$ cat config.mk
export PLATFORM = sky130hd
export DESIGN_NAME = dm_cache_ctrl_flat
export DESIGN_NICKNAME = d
export VERILOG_FILES = /design/src/rtl/dm_cache_ctrl_if.sv /design/src/rtl/dm_cache_ctrl.sv /design/src/flat_wrapper.sv
export SDC_FILE = /design/constraint.sdc
export NUM_CORES = 1
export LEC_CHECK = 0
export BUFFER_PORTS_ARGS = -buffer_cell sky130_fd_sc_hd__buf_4
export CAP_MARGIN = 20
export CORE_MARGIN = 1
export CORE_UTILIZATION = 54
export DETAILED_ROUTE_END_ITERATION = 10
export HOLD_SLACK_MARGIN = 0.12
export PLACE_DENSITY = 0.75
export REMOVE_ABC_BUFFERS = 1
export SLEW_MARGIN = 30
export SYNTH_ARGS = -nofsm -noshare
export SYNTH_HDL_FRONTEND = slang
export SYNTH_SLANG_ARGS = --single-unit
$ cat constraint.sdc
create_clock -name clk -period 7.58 [get_ports clk]
set_input_delay 0.758 -clock clk [delete_from_list [all_inputs] [get_ports clk]]
set_output_delay 0.758 -clock clk [all_outputs]
set_load 0.05 [all_outputs]
$ cat src/rtl/dm_cache_ctrl_if.sv
`default_nettype none
// +--------------------------------------------------------------------+
// | dm_cache_ctrl_if : CPU load/store and ram-side signal bundle for   |
// |                    the direct-mapped cache controller.             |
// | Rev 1.0                                                            |
// +--------------------------------------------------------------------+
interface dm_cache_ctrl_if #(
    parameter int ADDR_W = 32
);
    logic              cpu_req;
    logic              cpu_wr;
    logic [ADDR_W-1:0] cpu_addr;
    logic [31:0]       cpu_wdata;
    logic [31:0]       cpu_rdata;
    logic              cpu_ready;
    logic [31:0]       mem_data;
    logic [31:0]       mem_addr;
    logic              mem_wr;
    logic              mem_response;
    logic [31:0]       mem_rdata;

    // Controller side: serves the CPU, drives the ram.
    modport slave (
        input  cpu_req, cpu_wr, cpu_addr, cpu_wdata, mem_response, mem_rdata,
        output cpu_rdata, cpu_ready, mem_data, mem_addr, mem_wr
    );

    // Environment side: CPU stimulus plus ram response.
    modport master (
        output cpu_req, cpu_wr, cpu_addr, cpu_wdata, mem_response, mem_rdata,
        input  cpu_rdata, cpu_ready, mem_data, mem_addr, mem_wr
    );
endinterface
`default_nettype wire

$ cat src/rtl/dm_cache_ctrl.sv
`default_nettype none
// +--------------------------------------------------------------------+
// | dm_cache_ctrl : direct-mapped, write-through, one-word-per-line    |
// |                 cache controller in front of a change-detect ram.  |
// | Rev 1.0                                                            |
// +--------------------------------------------------------------------+
module dm_cache_ctrl #(
    parameter int ADDR_W  = 32,
    parameter int LINES   = 8,
    parameter int INDEX_W = $clog2(LINES)
) (
    input  wire logic         clk,
    input  wire logic         rst,
    dm_cache_ctrl_if.slave    bus
);
    localparam int TAG_W = ADDR_W - INDEX_W;

    typedef enum logic [1:0] {
        S_IDLE   = 2'd0,
        S_LOOKUP = 2'd1,
        S_SETTLE = 2'd2,
        S_WAIT   = 2'd3
    } state_t;

    state_t              state_q, state_d;
    logic                req_wr_q, req_wr_d;
    logic [ADDR_W-1:0]   req_addr_q, req_addr_d;
    logic [31:0]         req_wdata_q, req_wdata_d;
    logic [LINES-1:0]    valid_q, valid_d;
    logic [TAG_W-1:0]    tag_q [LINES];
    logic [31:0]         data_q [LINES];
    logic [31:0]         cpu_rdata_q, cpu_rdata_d;
    logic                cpu_ready_q, cpu_ready_d;
    logic [31:0]         mem_data_q, mem_data_d;
    logic [31:0]         mem_addr_q, mem_addr_d;
    logic                mem_wr_q, mem_wr_d;

    logic                line_we;
    logic [31:0]         line_wdata;
    logic [INDEX_W-1:0]  idx;
    logic [TAG_W-1:0]    req_tag;
    logic                hit;

    assign idx     = req_addr_q[INDEX_W-1:0];
    assign req_tag = req_addr_q[ADDR_W-1:INDEX_W];
    assign hit     = valid_q[idx] && (tag_q[idx] == req_tag);

    always_ff @(posedge clk or posedge rst) begin
        if (rst) begin
            state_q     <= S_IDLE;
            req_wr_q    <= 1'b0;
            req_addr_q  <= '0;
            req_wdata_q <= '0;
            valid_q     <= '0;
            cpu_rdata_q <= '0;
            cpu_ready_q <= 1'b0;
            mem_data_q  <= '0;
            mem_addr_q  <= '0;
            mem_wr_q    <= 1'b0;
        end else begin
            state_q     <= state_d;
            req_wr_q    <= req_wr_d;
            req_addr_q  <= req_addr_d;
            req_wdata_q <= req_wdata_d;
            valid_q     <= valid_d;
            cpu_rdata_q <= cpu_rdata_d;
            cpu_ready_q <= cpu_ready_d;
            mem_data_q  <= mem_data_d;
            mem_addr_q  <= mem_addr_d;
            mem_wr_q    <= mem_wr_d;
        end
    end

    // Tag/data storage carries no reset; the valid bits alone gate hits.
    always_ff @(posedge clk) begin
        if (line_we) begin
            tag_q[idx]  <= req_tag;
            data_q[idx] <= line_wdata;
        end
    end

    always_comb begin
        state_d     = state_q;
        req_wr_d    = req_wr_q;
        req_addr_d  = req_addr_q;
        req_wdata_d = req_wdata_q;
        valid_d     = valid_q;
        cpu_rdata_d = cpu_rdata_q;
        cpu_ready_d = 1'b0;
        mem_data_d  = mem_data_q;
        mem_addr_d  = mem_addr_q;
        mem_wr_d    = mem_wr_q;
        line_we     = 1'b0;
        line_wdata  = '0;

        case (state_q)
            S_IDLE: begin
                if (bus.cpu_req) begin
                    req_wr_d    = bus.cpu_wr;
                    req_addr_d  = bus.cpu_addr;
                    req_wdata_d = bus.cpu_wdata;
                    state_d     = S_LOOKUP;
                end
            end
            S_LOOKUP: begin
                if (!req_wr_q && hit) begin
                    cpu_rdata_d = data_q[idx];
                    cpu_ready_d = 1'b1;
                    state_d     = S_IDLE;
                end else begin
                    mem_addr_d = 32'(req_addr_q);
                    mem_wr_d   = req_wr_q;
                    if (req_wr_q) begin
                        mem_data_d = req_wdata_q;
                        line_we    = hit;
                        line_wdata = req_wdata_q;
                    end
                    state_d = S_SETTLE;
                end
            end
            // The ram's response still reflects the previous operation here.
            S_SETTLE: begin
                state_d = S_WAIT;
            end
            S_WAIT: begin
                if (bus.mem_response) begin
                    if (!req_wr_q) begin
                        cpu_rdata_d  = bus.mem_rdata;
                        line_we      = 1'b1;
                        line_wdata   = bus.mem_rdata;
                        valid_d[idx] = 1'b1;
                    end
                    cpu_ready_d = 1'b1;
                    state_d     = S_IDLE;
                end
            end
            default: state_d = S_IDLE;
        endcase
    end

    assign bus.cpu_rdata = cpu_rdata_q;
    assign bus.cpu_ready = cpu_ready_q;
    assign bus.mem_data  = mem_data_q;
    assign bus.mem_addr  = mem_addr_q;
    assign bus.mem_wr    = mem_wr_q;
endmodule
`default_nettype wire
$ cat src/flat_wrapper.sv
// flat-port wrapper written by rule: the top's interface ports become plain ports
module dm_cache_ctrl_flat 
#(
    parameter int ADDR_W  = 32,
    parameter int LINES   = 8,
    parameter int INDEX_W = $clog2(LINES)
)
  (clk, rst, bus_cpu_req, bus_cpu_wr, bus_cpu_addr, bus_cpu_wdata, bus_mem_response, bus_mem_rdata, bus_cpu_rdata, bus_cpu_ready, bus_mem_data, bus_mem_addr, bus_mem_wr);
  dm_cache_ctrl_if #(.ADDR_W(ADDR_W)) bus_i ();
  input  wire logic clk;
  input  wire logic rst;
  input wire logic [$bits(bus_i.cpu_req)-1:0] bus_cpu_req;
  input wire logic [$bits(bus_i.cpu_wr)-1:0] bus_cpu_wr;
  input wire logic [$bits(bus_i.cpu_addr)-1:0] bus_cpu_addr;
  input wire logic [$bits(bus_i.cpu_wdata)-1:0] bus_cpu_wdata;
  input wire logic [$bits(bus_i.mem_response)-1:0] bus_mem_response;
  input wire logic [$bits(bus_i.mem_rdata)-1:0] bus_mem_rdata;
  output wire logic [$bits(bus_i.cpu_rdata)-1:0] bus_cpu_rdata;
  output wire logic [$bits(bus_i.cpu_ready)-1:0] bus_cpu_ready;
  output wire logic [$bits(bus_i.mem_data)-1:0] bus_mem_data;
  output wire logic [$bits(bus_i.mem_addr)-1:0] bus_mem_addr;
  output wire logic [$bits(bus_i.mem_wr)-1:0] bus_mem_wr;
  assign bus_i.cpu_req = bus_cpu_req;
  assign bus_i.cpu_wr = bus_cpu_wr;
  assign bus_i.cpu_addr = bus_cpu_addr;
  assign bus_i.cpu_wdata = bus_cpu_wdata;
  assign bus_i.mem_response = bus_mem_response;
  assign bus_i.mem_rdata = bus_mem_rdata;
  assign bus_cpu_rdata = bus_i.cpu_rdata;
  assign bus_cpu_ready = bus_i.cpu_ready;
  assign bus_mem_data = bus_i.mem_data;
  assign bus_mem_addr = bus_i.mem_addr;
  assign bus_mem_wr = bus_i.mem_wr;
  dm_cache_ctrl #(.ADDR_W(ADDR_W), .LINES(LINES), .INDEX_W(INDEX_W)) u_core (.clk(clk), .rst(rst), .bus(bus_i));
endmodule
After elaboration in Yosys (flattened, before gate mapping)

Memories as Yosys holds them, arrays and structs flattened.
Cells that the tools add are included.

$add $sub $neg: 0
$mul: 0
Div/mod/pow operators: 0
Magnitude comparators: 2
Eq/ne operators: 8
Shift-type cells: 0
Muxes and demuxes: 27
Bitwise operators: 3
Reduce and logical (&&, ||, !) cells: 12

Operators with widths:

| cell               | number |
|---|---|
| $mux 32            | 7 |
| $pmux 32 s2        | 2 |
| $eq 29x29->1       | 1 |
| $mux 1             | 10 |
| $or 8x8->8         | 1 |
| $pmux 2 s4         | 1 |
| $mux 2             | 3 |
| $ne 2x2->1 const B | 3 |
| $reduce_and 2->1   | 3 |
| $reduce_and 3->1   | 2 |
| $eq 2x2->1 const B | 2 |
| $lt 3x4->1 const B | 1 |
| $pmux 1 s2         | 2 |
| $reduce_and 4->1   | 1 |
| $bmux 1 s3         | 1 |
| $demux 1 s3        | 1 |
| $ge 3x1->1 const B | 1 |
| $logic_and 1x1->1  | 3 |
| $eq 2x1->1 const B | 1 |
| $logic_not 2->1    | 1 |
| $ne 2x1->1 const B | 1 |
| $not 1->1          | 2 |
| $reduce_bool 2->1  | 1 |
| $logic_not 1->1    | 1 |

Register bits: 173
Bits in latches: 0
RAM bits: 488
ROM bits: 0
Input port bits: 101
Output and inout bits: 98
Word-level logic and storage cells: 64
Memories kept: 2

Memory list:

| name          | words | bits a word | read ports | clocked after Yosys merged registers in | wr ports | RTL line            | text |
|---|---|---|---|---|---|---|---|
| u_core.data_q | 8     | 32          | 1          | 0                                       | 1        | dm_cache_ctrl.sv:31 | `logic [31:0] data_q [LINES];` |
| u_core.tag_q  | 8     | 29          | 1          | 0                                       | 1        | dm_cache_ctrl.sv:30 | `logic [TAG_W-1:0] tag_q [LINES];` |

Longest topological paths before layout

Gate-level depths: netlist of run 1.

Word-level depth: 8
Depth in mapped cells: 15
Mapped depth without buffers: 8

Worst setup path before layout of run 1

OpenSTA, ideal clock, no wires.

Path kind: register to register
Start: reg u_core.req_addr_q[0]
End: mem u_core.data_q[1][0] (enable)
Library setup time: 0.555 ns
Arrival: 6.988 ns
Data required time: 7.025 ns
Path slack: 0.037 ns
Cell stages (with the launch flop): 11
Path buffers: 3
Clock period less this slack: 7.543 ns
Path through: dfrtp_1 > buf_4 > buf_2 > buf_2 > mux2i_1 > xor2_1 > nand2_1 > or4_1 > or4b_4 > o31a_1 > nor3_1

Longest elaborated chain between the ends: 8
Elaborated cells on any way between the ends: 11
Classes of those cells: eq/ne: 1; mux: 7; reduce/logical: 2; memory: 1

Ends and longest elaborated chain:

| what                                        | RTL line                                   | text |
|---|---|---|
| start: declaration                          | dm_cache_ctrl.sv:27                        | `logic [ADDR_W-1:0] req_addr_q, req_addr_d;` |
| start signal: assignment                    | dm_cache_ctrl.sv:63                        | `req_addr_q <= req_addr_d;` |
| $mem_v2 8x29 or $bmux 1 s3 (tied branches)  | n/a                                        |  |
| $eq 29x29->1 or $mux 1 (tied branches)      | dm_cache_ctrl.sv:46                        | `assign hit = valid_q[idx] && (tag_q[idx] == req_tag);` |
| $logic_and 1x1->1                           | dm_cache_ctrl.sv:46                        |  |
| $mux 1 or $logic_and 1x1->1 (tied branches) | dm_cache_ctrl.sv:113, dm_cache_ctrl.sv:106 |  |
| $mux 1                                      | dm_cache_ctrl.sv:106                       | `if (!req_wr_q && hit) begin` |
| $pmux 1 s2                                  | dm_cache_ctrl.sv:96                        | `case (state_q)` |
| $mux 1                                      | dm_cache_ctrl.sv:76                        | `if (line_we) begin` |
| $mux 1 (not written as such)                | dm_cache_ctrl.sv:78                        | `data_q[idx] <= line_wdata;` |
| end: declaration                            | dm_cache_ctrl.sv:31                        |  |

Parallel ways exist; a longest one is shown, timed or not. The select of a mux whose other input is x is not followed.

Worst setup path in the final report of run 1

Start: reg u_core.req_addr_q[2]
End: mem u_core.tag_q[4][7] in the netlist's numbering (enable)

Longest elaborated chain between the ends: 8
Elaborated cells on any way between the ends: 11
Classes of those cells: eq/ne: 1; mux: 7; reduce/logical: 2; memory: 1

Ends and longest elaborated chain:

| what                                        | RTL line                                   | text |
|---|---|---|
| $mem_v2 8x29 or $bmux 1 s3 (tied branches)  | n/a                                        |  |
| $eq 29x29->1 or $mux 1 (tied branches)      | dm_cache_ctrl.sv:46                        |  |
| $logic_and 1x1->1                           | dm_cache_ctrl.sv:46                        |  |
| $mux 1 or $logic_and 1x1->1 (tied branches) | dm_cache_ctrl.sv:113, dm_cache_ctrl.sv:106 |  |
| $mux 1                                      | dm_cache_ctrl.sv:106                       |  |
| $pmux 1 s2                                  | dm_cache_ctrl.sv:96                        |  |
| $mux 1                                      | dm_cache_ctrl.sv:76                        |  |
| $mux 1 (not written as such)                | dm_cache_ctrl.sv:77                        | `tag_q[idx] <= req_tag;` |
| end: declaration                            | dm_cache_ctrl.sv:30                        |  |

Parallel ways exist; a longest one is shown, timed or not. The select of a mux whose other input is x is not followed.

==> impl_metrics.py, run 1 <==
metrics = {
    "status": {
        "status": "finished clean",
    },
    "floorplan": {
        "start_util": 0.549,
        "die-height_um": 223,
        "row_count": 80,
        "core_area_um2": 47900,
        "die_w_um": 223,
        "io_pins": 199,
        "dieArea_um2": 49600,
    },
    "sta": {
        "hold_viol": 0,
        "fin_worst_skew_ns": 0.0282,
        "setup_viol": 0,
        "post-route-min-period_ns": 5.42,
        "drv_slew": 0,
        "clock.fmax_mhz": 184,
        "relSlewSlack": 0.360,
        "rsz0062_at_grt": "no",
        "finalCritPeriodShare": 0.715,
        "worst_pin_slew_ns": 0.957,
        "holdWs_ns": 0.305,
    },
    "global_route": {
        "grt_use_total": 0.241,
        "grt_pass1_vias": 15338,
        "grt_max_degree": 112,
        "grt_pass1_wl_um": 90200,
        "antenna_found_initial": 0,
        "grt_overflow_total": 0,
    },
    "drt": {
        "ant_nets": 0,
        "route.met3.wl_um": 4520,
        "topRoutingLayerUsed": "met4",
        "num_vias": 14819,
        "routed_via_density": 6.01,
        "drc_errors": 0,
        "wl_per_cell_um": 23.8,
        "drt_wl_total_um": 58700,
        "wl_met1_um": 24400,
        "first_iter_violations": 1374,
        "wl_met2_um": 28300,
        "firstDrtPassIters": 7,
    },
    "setup_path": {
        "criticalPathCategory": "reg -> reg",
        "required_ns": 7.83,
        "r2r_end": "u_core.tag_q[4][7]",
        "timing.critical_path.mode_cell": "buf_12",
        "regToRegSetupSlack_ns": 2.16,
        "rr_startpoint": "u_core.req_addr_q[2]",
        "max_stage_delay_ns": 0.84,
        "arrival_ns": 5.67,
        "worst_setup_path_start_kind": "flip-flop",
        "rr_worst_depth": 11,
        "crit_path_cell_trace": "buf_12 > buf_4 > mux2i_1 > a22oi_1 > and3_1 > o22ai_1 > or4_1 > or4b_4 > o31a_1 > nor2_4 > buf_12",
        "worst_path_max_delay_cell": "dfrtp_4",
        "critPathMaxFanout": 43,
        "endpoint_kind": "flip-flop",
    },
    "synthesis": {
        "syn_avg_cell_area_um2": 16.6,
        "synth_xor_area_frac": 0.00566,
        "synth_edf_count": 488,
        "synth_cell_types": 57,
        "synth_mux_area_frac": 0.154,
        "synthTopCellsByCount": "488 x edfxtp_1, 179 x nand2_1, 173 x dfrtp_1, 133 x mux2_2, 89 x mux2i_1",
        "synthArstFlopShare": 0.262,
        "synth_area_leaders": "edfxtp_1 56%, dfrtp_1 16%, mux2_2 5.7%",
        "yosys.area_share.simple": 0.0519,
        "synth-compound-area-share": 0.0498,
        "synth_top_area_cell": "edfxtp_1",
        "synth-seq-cells": 661,
        "synth_top_area_frac": 0.557,
        "synth_top_family_by_area": "multiplexers",
        "synthCells": 1586,
        "synth.cell_area_um2": 26300,
        "yosys_warnings": 0,
        "synth-seq-area-share": 0.721,
        "yosysMostFrequentCell": "edfxtp_1",
        "synth-adder-area-share": 0,
        "synth-main-ff-cell": "edfxtp_1",
    },
    "cts": {
        "holdBufCountCts": 0,
        "htreeDepth": 3,
        "cts_buffer_depth": 3,
        "cts_setup_buffers": 0,
        "cts_tree": "yes",
        "clock_sinks": 661,
        "clk_pin_slew_ns": 0.06,
        "cts_buffers": 67,
        "clkLatencyLatePin_ns": 0.61,
        "cts_resized": 0,
        "root_buffer": "clkbuf_16",
    },
    "layout": {
        "diodes": 0,
        "multi_input_area_um2": 6940,
        "final_util": 0.641,
        "area_growth_pct": 16.7,
        "regArea_um2": 19000,
        "final_nets": 1898,
        "drive_gt1_frac": 0.309,
        "num-fill-cells": 3316,
    },
    "pwr": {
        "power_density_nw_per_um2": 444,
        "leakagePower_uw": 0.0115,
        "peakVddDrop_mv": 0.310,
    },
    "flow_run": {
        "drv_cap": 0,
    },
    "placement": {
        "gp_congestion": 0.836,
        "io_buffers": 198,
        "dp_hpwl_um": 34400,
    },
    "min_path": {
        "worstHoldPathType": "in -> async",
    },
}
## kinds of logic (layout without fill, tap and decap cells)
| family | count (synthesis) | count (layout) |
|---|---|---|
| AO/OA/AOI/OAI | 199 | 199 |
| XOR/XNOR | 17 | 17 |
| buffers and inverters | 96 | 360 |
| flip-flops | 661 | 661 |
| multiplexers | 305 | 305 |
| AND/OR/NAND/NOR | 308 | 308 |
## per-layer routing
metal | GRT usage | vias up
met5 | 0 | -
met4 | 0.0808 | 0
met3 | 0.0518 | 114
met2 | 0.387 | 625
met1 | 0.329 | 7576
li1 | - | 6504
## area by class of cell
| cell class | count | area share |
|---|---|---|
| repair buffers | 231 | 0.0576 |
| inverters | 7 | 0.00110 |
| flip-flops and latches | 661 | 0.618 |
| multi-input cells | 829 | 0.226 |
| well taps | 615 | 0.0251 |
| clock buffers | 90 | 0.0597 |
| clock inverters | 32 | 0.0123 |
## sequential cells by signal (all words and copies together) (netlist names), named ones only
name	cells
u_core.tag_q	232
u_core.data_q	256
u_core.req_wr_q	1
u_core.state_q	1
u_core.req_addr_q	32
u_core.valid_q	8
u_core.bus.cpu_rdata	32
u_core.bus.mem_data	32
u_core.req_wdata_q	32
u_core.bus.cpu_ready	1
u_core.bus.mem_addr	32
u_core.bus.mem_wr	1
## worst max-delay path, delay by kind of cell (launching register included)
kind / cells / cell delay (ns)
buf+inv: 3 / 1.15
compound gates: 3 / 0.92
mux: 1 / 0.16
flops: 1 / 0.84
simple gates: 4 / 1.93
## through the flow
stage	instance area, um2	setup TNS [ns]	total power (uW)	worst slack (ns)	cells
after global placement	28500	0	10300	2.16	2342
after global routing	30700	0	14200	1.91	2465
after CTS	30700	0	13700	2.14	2465
after detailed placement	28500	0	10400	2.23	2343
final	30700	0	13700	2.16	2465
after floorplan	25900	-1519.33	8990	-3.92	1497
## worst max path at each step
| stage | startpoint | endpoint | slack, ns | depth (start not counted) |
|---|---|---|---|---|
| 3_5_place_dp | u_core.req_addr_q[0] | u_core.tag_q[4][25] | 2.23 | 10 |
| 4_1_cts | u_core.req_addr_q[2] | u_core.tag_q[4][7] | 2.14 | 11 |
| 6_report | u_core.req_addr_q[2] | u_core.tag_q[4][7] | 2.16 | 11 |
| 5_1_grt | u_core.req_addr_q[1] | u_core.tag_q[4][7] | 1.91 | 9 |
| 2_1_floorplan | u_core.req_addr_q[2] | u_core.data_q[0][0] | -3.92 | 8 |
| 3_3_place_gp | u_core.req_addr_q[2] | u_core.tag_q[4][25] | 2.16 | 10 |
## layout by cell type, fill, tap and decap left out, types with 9 or more instances in the layout
| cell | netlist | final |
|---|---|---|
| mux2i_1 | 89 | 89 |
| nand2_1 | 179 | 178 |
| a21oi_1 | 59 | 58 |
| a221oi_1 | 13 | 13 |
| buf_4 | 5 | 226 |
| nor2b_1 | 23 | 23 |
| a211oi_1 | 9 | 9 |
| clkbuf_1 | 52 | 16 |
| mux2_2 | 133 | 133 |
| dfrtp_1 | 173 | 170 |
| edfxtp_1 | 488 | 488 |
| xnor2_1 | 12 | 12 |
| o21ai_0 | 24 | 24 |
| clkbuf_16 | 0 | 67 |
| mux4_2 | 54 | 54 |
| a22oi_1 | 39 | 39 |
| mux2_4 | 29 | 29 |
| o22ai_1 | 12 | 12 |
| nor2_1 | 50 | 45 |
| a22o_1 | 10 | 10 |
## power breakdown
group | switching [uW] | internal [uW]
combinational | 2890 | 1900
clock | 1350 | 1950
sequential | 723 | 4830
total | 4970 | 8680
No activity file was read; power rests on OpenSTA's default activity.
==> run 2: changes to the inputs <==
CORE_UTILIZATION = 60   (was 54)
PLACE_DENSITY = 0.79   (was 0.75)
clock period = 5.7 ns   (was 7.58 ns; I/O delays follow)
==> run 2 against run 1 <==
Against the previous run:
- register-to-register slack got worse by 1.4 ns
- critical path depth shrank 2
- global-route usage up 3.1 points
- non-clock buffer count rose by 16
- critical path type unchanged
- clock power is 24% higher
- final cell count decreased by 0.89%
- via count is 0.38% higher
- count of clock-buffer cells in the layout down 4
==> impl_metrics.py, run 2 (synthesis results as in run 1) <==
metrics = {
    "floorplan": {
        "die-height_um": 211,
        "dieArea_um2": 44700,
        "row_count": 76,
        "io_pins": 199,
        "start_util": 0.610,
        "die_w_um": 211,
        "core_area_um2": 43200,
    },
    "setup_path": {
        "worst_setup_path_start_kind": "flip-flop",
        "worst_path_max_delay_cell": "dfrtp_4",
        "criticalPathCategory": "reg -> reg",
        "arrival_ns": 5.16,
        "required_ns": 5.95,
        "crit_path_cell_trace": "nor2b_1 > a22oi_1 > a21oi_1 > o22ai_1 > or4_1 > or4b_4 > o31a_1 > nor3_2 > buf_4",
        "endpoint_kind": "flip-flop",
        "critPathMaxFanout": 53,
        "max_stage_delay_ns": 0.79,
    },
    "pwr": {
        "combPwrFrac": 0.362,
        "p_sw_frac": 0.367,
        "peakVddDrop_mv": 0.448,
        "switching_power_uw": 6590,
        "power_density_nw_per_um2": 585,
        "power_uw": 18000,
        "seqPwrFrac": 0.411,
        "leakagePower_uw": 0.0116,
        "p_int_uw": 11400,
        "clkPwrFrac": 0.227,
    },
    "layout": {
        "final_nets": 1907,
        "layout_common_cells": "488 x edfxtp_1, 242 x buf_4, 179 x nand2_1",
        "final_cells": 2443,
        "multi_input_area_um2": 6940,
        "num-fill-cells": 2671,
        "regArea_um2": 19000,
        "largestRegisters": "u_core.data_q: 256 flops, u_core.tag_q: 232 flops",
        "drive_gt1_frac": 0.313,
        "diodes": 0,
        "area_growth_pct": 16.5,
        "largest_reg_flops": 256,
        "regMostFlops": "u_core.data_q",
        "layout_commonest_cell": "edfxtp_1",
    },
    "global_route": {
        "grt_pass1_vias": 15462,
        "grt_pass1_wl_um": 90300,
        "grt_max_degree": 115,
        "antenna_found_initial": 0,
        "grt_use_total": 0.272,
        "grt_overflow_total": 0,
    },
    "sta": {
        "clock.fmax_mhz": 204,
        "rsz0062_at_grt": "no",
        "finalCritPeriodShare": 0.861,
        "worst_pin_slew_ns": 0.866,
        "post-route-min-period_ns": 4.91,
        "fin_worst_skew_ns": 0.0188,
        "relSlewSlack": 0.423,
        "holdWs_ns": 0.0846,
        "hold_viol": 0,
        "fin_ws_ns": 0.792,
        "setup_viol": 0,
        "drv_slew": 0,
    },
    "cts": {
        "cts_tree": "yes",
        "cts_setup_buffers": 0,
        "htreeDepth": 2,
        "clock_sinks": 661,
        "cts_buffers": 60,
        "clk_pin_slew_ns": 0.07,
        "cts_buffer_depth": 3,
        "cts_resized": 0,
        "clkLatencyLatePin_ns": 0.63,
        "root_buffer": "clkbuf_16",
        "holdBufCountCts": 0,
    },
    "placement": {
        "dp_cells": 2328,
        "dp_hpwl_um": 35000,
        "gp_congestion": 0.798,
        "io_buffers": 198,
        "dp_slack_ns": 0.844,
    },
    "min_path": {
        "worstHoldPathType": "in -> async",
    },
    "drt": {
        "routed_via_density": 6.09,
        "drt_wl_total_um": 59300,
        "drc_errors": 0,
        "firstDrtPassIters": 5,
        "num_vias": 14876,
        "wl_per_cell_um": 24.3,
        "ant_nets": 0,
        "first_iter_violations": 1563,
    },
    "flow_run": {
        "drv_cap": 0,
    },
    "status": {
        "status": "finished clean",
    },
}
==> run 2: cell count changes in the layout (fill, tap and decap cells not counted), moves of 3 or more <==
cell | before | now
clkinv_2 | 8 | 12
clkbuf_8 | 7 | 10
buf_6 | 3 | 0
buf_4 | 226 | 242
clkbuf_16 | 67 | 64
clkbuf_1 | 16 | 12
bufinv_16 | 7 | 4
==> run 2: critical path, delay by kind of cell, from the launching register on <==
family	cells	cell delay [ns]
and+or+nand+nor	4	2.09
buffers and inverters	1	0.58
AOI/OAI and AO/OA	4	1.02
DFF	1	0.79
==> run 2: final timing paths <==
check,from,end,cells past startpoint,slack (ns)
max in group asynchronous,rst,u_core.req_wdata_q[22],3,4.30
min in group clk,bus_cpu_addr[27],u_core.req_addr_q[27],3,0.16
max reg2reg,u_core.req_addr_q[0],u_core.data_q[2][31],9,0.79
min,rst,u_core.bus.mem_data[10],2,0.08
min reg2reg,u_core.valid_q[2],u_core.valid_q[2],1,0.46
max,u_core.req_addr_q[0],u_core.data_q[2][31],9,0.79
==> run 2: layout make-up <==
class                      instances  area share
sequential                       661       0.620
multi-input combinational        829       0.226
timing repair buffer             247      0.0630
clock buffer                      86      0.0582
tap                              585      0.0239
clock inverter                    28     0.00812
inverter                           7     0.00110
==> run 2: stage by stage <==
| step | util | setup TNS [ns] | cell area, um2 |
|---|---|---|---|
| floorplan | - | -2603.24 | 25900 |
| global placement | 0.662 | 0 | 28600 |
| detailed placement | 0.662 | 0 | 28600 |
| CTS | 0.710 | 0 | 30600 |
| global route | 0.710 | 0 | 30700 |
| finish | 0.710 | 0 | 30700 |
==> run 2: power by group through the flow <==
stage | sequential (uW) | combinational (uW) | clock [uW]
global placement | 7380 | 6260 | 0
detailed placement | 7450 | 6410 | 0
floorplan | 8570 | 3380 | 0
global route | 7490 | 6910 | 4300
finish | 7380 | 6490 | 4080
CTS | 7370 | 6480 | 4130
==> run 2: per-layer routing <==
layer | routed length, um | global-route usage | vias to the layer above
li1 | - | - | 6512
met4 | 1520 | 0.0915 | 0
met2 | 29200 | 0.444 | 678
met1 | 23800 | 0.370 | 7583
met3 | 4790 | 0.0543 | 103
met5 | 0 | 0 | -
